[src/rtl/vector_issue_ctrl.sv]
// Vector-side issue controller: FIFO of dispatched vector instructions, one-at-a-time
// issue to the vector unit with completion wait, plus fetch flow-control outputs.
module vector_issue_ctrl #(
  parameter int DEPTH         = 8,
  parameter int FREEZE_THRESH = 6,
  parameter int TIMEOUT       = 255
) (
  input  logic        CLK,
  input  logic        RST,
  input  logic        vec_valid,
  input  logic [31:0] vec_inst,
  input  logic [31:0] vec_scalar_op,
  input  logic        vec_sv_in,
  input  logic        exu_done,
  output logic        exu_start,
  output logic [31:0] exu_inst,
  output logic [31:0] exu_scalar,
  output logic        exu_sv,
  output logic        Vector__Stall,
  output logic        Vector__freeze,
  output logic [1:0]  Vector_release_counter,
  output logic        sv_vv,
  output logic        vec_error,
  output logic [1:0]  dbg_state
);

  localparam int AW = $clog2(DEPTH);
  localparam int CW = AW + 1;

  typedef enum logic [1:0] {IDLE = 2'd0, ISSUE = 2'd1, WAIT = 2'd2} state_t;

  logic [31:0]   inst_mem   [DEPTH];
  logic [31:0]   scalar_mem [DEPTH];
  logic          sv_mem     [DEPTH];

  state_t        state_q, state_d;
  logic [AW-1:0] wr_ptr_q, rd_ptr_q;
  logic [CW-1:0] count_q, count_d;
  logic [7:0]    timer_q, timer_d;
  logic [1:0]    rc_q, rc_d;
  logic          err_q, err_d;
  logic          stall_q, freeze_q, sv_vv_q;
  logic [31:0]   exu_inst_q, exu_scalar_q;
  logic          exu_sv_q;

  logic          full, pop, push_ok, overflow, done_w, load, timeout;
  logic [31:0]   ld_inst, ld_scalar;
  logic          ld_sv;

  // A slot popped on this edge may be refilled on the same edge, so full only blocks without a pop.
  assign full     = (count_q == CW'(DEPTH));
  assign pop      = (state_q == ISSUE);
  assign push_ok  = vec_valid & (~full | pop);
  assign overflow = vec_valid & full & ~pop;
  assign done_w   = exu_done & (state_q == WAIT);

  always_comb begin
    count_d = count_q;
    unique case ({push_ok, pop})
      2'b10:   count_d = count_q + 1'b1;
      2'b01:   count_d = count_q - 1'b1;
      default: count_d = count_q;
    endcase
  end

  always_comb begin
    state_d = state_q;
    timer_d = timer_q;
    load    = 1'b0;
    timeout = 1'b0;
    unique case (state_q)
      IDLE: begin
        if (count_q != '0) begin
          state_d = ISSUE;
          load    = 1'b1;
        end
      end
      ISSUE: begin
        state_d = WAIT;
        timer_d = '0;
      end
      WAIT: begin
        if (exu_done) begin
          if (count_d != '0) begin
            state_d = ISSUE;
            load    = 1'b1;
          end else begin
            state_d = IDLE;
          end
        end else if (timer_q == 8'(TIMEOUT - 1)) begin
          state_d = IDLE;
          timeout = 1'b1;
        end else begin
          timer_d = timer_q + 1'b1;
        end
      end
      default: state_d = IDLE;
    endcase
  end

  // Back-to-back issue from an empty FIFO takes the word being pushed this cycle.
  always_comb begin
    ld_inst   = vec_inst;
    ld_scalar = vec_scalar_op;
    ld_sv     = vec_sv_in;
    if (count_q != '0) begin
      ld_inst   = inst_mem[rd_ptr_q];
      ld_scalar = scalar_mem[rd_ptr_q];
      ld_sv     = sv_mem[rd_ptr_q];
    end
  end

  always_comb begin
    rc_d = rc_q;
    if (push_ok)
      rc_d = done_w ? 2'd1 : 2'd0;
    else if (done_w && rc_q != 2'd3)
      rc_d = rc_q + 1'b1;
  end

  assign err_d = err_q | overflow | timeout;

  always_ff @(posedge CLK) begin
    if (push_ok) begin
      inst_mem[wr_ptr_q]   <= vec_inst;
      scalar_mem[wr_ptr_q] <= vec_scalar_op;
      sv_mem[wr_ptr_q]     <= vec_sv_in;
    end
  end

  always_ff @(posedge CLK or posedge RST) begin
    if (RST) begin
      state_q      <= IDLE;
      wr_ptr_q     <= '0;
      rd_ptr_q     <= '0;
      count_q      <= '0;
      timer_q      <= '0;
      rc_q         <= '0;
      err_q        <= 1'b0;
      stall_q      <= 1'b0;
      freeze_q     <= 1'b0;
      sv_vv_q      <= 1'b0;
      exu_inst_q   <= 32'h0;
      exu_scalar_q <= 32'h0;
      exu_sv_q     <= 1'b0;
    end else begin
      state_q  <= state_d;
      count_q  <= count_d;
      timer_q  <= timer_d;
      rc_q     <= rc_d;
      err_q    <= err_d;
      stall_q  <= (count_d != '0) | (state_d != IDLE);
      freeze_q <= (count_d >= CW'(FREEZE_THRESH));
      if (push_ok) begin
        wr_ptr_q <= wr_ptr_q + 1'b1;
        sv_vv_q  <= vec_sv_in;
      end
      if (pop)
        rd_ptr_q <= rd_ptr_q + 1'b1;
      if (load) begin
        exu_inst_q   <= ld_inst;
        exu_scalar_q <= ld_scalar;
        exu_sv_q     <= ld_sv;
      end
    end
  end

  assign exu_start              = (state_q == ISSUE);
  assign exu_inst               = exu_inst_q;
  assign exu_scalar             = exu_scalar_q;
  assign exu_sv                 = exu_sv_q;
  assign Vector__Stall          = stall_q;
  assign Vector__freeze         = freeze_q;
  assign Vector_release_counter = rc_q;
  assign sv_vv                  = sv_vv_q;
  assign vec_error              = err_q;
  assign dbg_state              = state_q;

endmodule

[config.mk]
export PLATFORM = sky130hd
export DESIGN_NAME = vector_issue_ctrl
export DESIGN_NICKNAME = d
export VERILOG_FILES = /design/src/rtl/vector_issue_ctrl.sv
export SDC_FILE = /design/constraint.sdc
export NUM_CORES = 1
export LEC_CHECK = 0
export CAP_MARGIN = 25
export CORE_ASPECT_RATIO = 1.75
export CORE_MARGIN = 5
export CORE_UTILIZATION = 44
export CTS_CLUSTER_DIAMETER = 40
export DETAILED_ROUTE_END_ITERATION = 6
export SLEW_MARGIN = 25
export SYNTH_ARGS = -nofsm -noshare
export SYNTH_HDL_FRONTEND = slang
export SYNTH_SLANG_ARGS = --single-unit
[constraint.sdc]
create_clock -name CLK -period 11.9 [get_ports CLK]
set_input_delay 3.57 -clock CLK [delete_from_list [all_inputs] [get_ports CLK]]
set_output_delay 3.57 -clock CLK [all_outputs]
set_load 0.05 [all_outputs]
==> impl_results.md <==
* Root Driver: clkbuf_16
* Initial Utilization at 44.3%
* Hold Crit Class: flop to flop
* Syn nets at roughly 1,300
* Required @ worst endpoint at 12.38 ns
* Final layout net count at 1,425
* Syn_area_per_cell at between 20 and 25 um2
* Final hold viol count at 0
* Slew @ Worst Pin at 0.965 ns
* Final design utilization at between 50% and 60%
* DR iter-0 viols at 641
* Total of max-cap violations at 0
* CTS tree: yes
* Worst stage delay on the critical path at around 0.74 ns
* Levels on crit path at 11
* Wire per inst at ~24 um
* Clock Path Buffers at 3
* Final worst path period share at roughly 58%
* Clk slew on worst S/H paths at 0.06 ns
* Share of cells above drive strength 1 at 24.0%
* Status: finished, final reports clean
* Pin count of the biggest net entering global routing at 71
* Area of the die at 0.0596 mm2
* DR vias at between 10,000 and 15,000
* DRC errors left at 0
* Dominant cell by count in the synthesized netlist: edfxtp_1
* Area growth, synth to finish at 17.9%
* Setup ws final at around 5 ns
* Clk sinks at a little over 600
* Top delay family on crit path: buffers and inverters
* Die X at between 150 and 200 um
* Total Routed Length at 50.3 mm
* Worst skew pair latency at 0.61 ns
* Post-Syn Area at 0.0240 mm2
* Total CTS buffers at a little under 60
* Min-Delay Startpoint: vec_error
* Fmax at between 100 and 150 MHz
* Unrepaired setup endpoints after global routing: false
* Fin cells at around 2,100
* Crit path max-delay cell type: buf_4
* Reg2Reg Depth at 12
* Final ANT Viol Nets at 0
* Hold Path Stages at 2
* Hold Slack at slightly below 0.5 ns
* Reg-to-reg startpoint: dbg_state[1]
* Met2 Use GR at a little under a third
* Endpoints failing setup at 0
* Pre-CTS setup slack at between 4 and 5 ns
* Die Ht at between 300 and 400 um
* I/O pin count at 143
* Met3 track demand over resource at under 10%
* CTS H-tree depth at 2
* Worst path cell trace: clkdlybuf4s50_1, nand2b_1, xnor2_1, ha_1, and4bb_2, a211oi_1, a311oi_1, o21ai_1, o21ai_4, buf_4, mux2_2
* Initial antenna violation count at 5
* Global route overflow at 0
* DR vias/cell at 5.47
* Vias in the first global route at roughly 13,000
* Post-synthesis async set-or-reset flop share at around 15%
* Synth area leaders: edfxtp_1 65%, mux4_2 12%, dfrtp_1 9.5%
* Post-synthesis sequential area ratio at between 70 and 80%
* Synth Instances at between 1,000 and 1,500
* Fin Clk Skew at roughly 0.016 ns
* Worst VDD drop at 174 uV
* Top cells by count, synth: 520 x edfxtp_1, 130 x mux4_2, 91 x dfrtp_1
* Max-slew headroom at 35.5%
* CORE AREA at 0.0543 mm2
* Crit start category: input pin
* Worst setup path class: input pin to flop
* Hold buffer count at CTS at 0
* Post CTS Setup Buffer Count at 0
* Synth area leader: edfxtp_1
* Placer Congestion at 0.714
* Pwr per Cell Area at roughly 270 mW/mm2
* Crit end category: flop
* GRT Util Overall at around 17%
* Ys Warns at 0
* Netlist cell types at 50
* LEAKAGE at 9.51 nW
* Port buffer count at about 140
* Min cycle time layout at 6.91 ns
* Buf+Inv Stages, Crit Path at 2
* Fillers at 4,332
* Synthesized flop and latch total at slightly above 600
* Slew Viols, Final at 0
* Most Crowded Layer GR: met2
* Crit path max fanout at 41
* Number of detailed-route iterations in the first pass at 5
* Post-synth EDFFs at 520
* Total Neg Setup Slack at 0 ns
* Origin of the worst setup path: vec_valid
* Crit path arrival time at about 7.4 ns
* First-pass GRT wire length at 78.1 mm
* Row Count at 113
* Cells after DPL at a little under 2,000
* CTS resizes at 0
* Yosys top cell area share at about 65%
* Final HPWL DP at between 20 and 30 mm
* Most used flip-flop cell after synthesis: edfxtp_1
* Met1 Track Usage GR at between 20 and 25%
-- worst reg2reg max path, cell delays in order, from the launching register on --
cell and delay, ns:
dfrtp_1 0.49, nand2b_4 0.27, inv_1 0.42, nand2b_1 0.19
xnor2_1 0.16, ha_1 0.31, and4bb_2 0.30, a211oi_1 0.05
a311oi_1 0.25, o21ai_1 0.16, o21ai_4 0.48, buf_4 0.74
mux2_2 0.44
-- state kept, by name (all words and copies together) (netlist names) --
register	count
exu_sv	1
count_q	4
sv_mem	8
Vector__freeze	1
wr_ptr_q	3
exu_inst	32
Vector__Stall	1
sv_vv	1
Vector_release_counter	2
dbg_state	2
exu_scalar	32
scalar_mem	256
rd_ptr_q	3
inst_mem	256
vec_error	1
timer_q	8
-- logic make-up after synthesis --
| kind of cell | share of synthesized area [%] |
|---|---|
| multiplexers | 18.6 |
| flip-flops | 74.4 |
| XOR/XNOR | 0.364 |
| buffers and inverters | 1.44 |
| AND/OR/NAND/NOR | 2.82 |
| adder cells (fa/ha/maj) | 0.312 |
| AO/OA/AOI/OAI | 2.02 |
-- where the power goes --
group / switching, mW / internal [mW] / total [mW]
registers: 0.264 / 2.76 / 3.03
clock network: 0.812 / 1.13 / 1.95
logic: 1.48 / 1.23 / 2.70
-- path summary, 6_finish.rpt --
check / end / slack (ns)
setup / recovery: exu_inst[25] / 4.99
hold / removal: vec_error / 0.48
setup reg to reg: exu_inst[25] / 7.50
hold reg to reg: vec_error / 0.48
max in group asynchronous: rd_ptr_q[2] / 7.49
min in group asynchronous: exu_inst[30] / 3.30
-- per-stage QoR --
step | power [mW] | cell area, um2
6_report | 7.68 | 28300
3_5_place_dp | 5.85 | 26300
5_1_grt | 8.06 | 28300
4_1_cts | 7.81 | 28300
2_1_floorplan | 5.05 | 24000
3_3_place_gp | 5.79 | 26200
-- layout make-up --
cell class	instances	area, um2	area share (%)
Sequential cell	611	17900	63.2
Multi-Input combinational cell	507	5860	20.7
Timing Repair Buffer	167	1660	5.84
Clock buffer	73	1590	5.61
Tap cell	690	863	3.05
Clock inverter	38	458	1.62
Inverter	4	17.5	0.0618
Antenna cell	2	5.00	0.0177
-- metal layers --
layer	up-vias	share of wire [%]
met5	-	0.026
met4	2	1.9
met3	60	3.9
met2	215	54
met1	6064	40
li1	5108	-
-- layout by cell type, fill, tap and decap left out, types with 7 or more instances in the layout --
cell and n:
clkbuf_1 8, mux4_2 130, mux2_4 39, clkinv_2 10, clkdlybuf4s50_1 142, o21ai_0 73, clkbuf_16 59, mux2_2 21
buf_4 19, nand2_1 90, bufinv_16 8, mux2i_1 67, nor2_1 13, edfxtp_1 520, dfrtp_1 88, inv_6 7
Power figures use the tool's default switching activity.
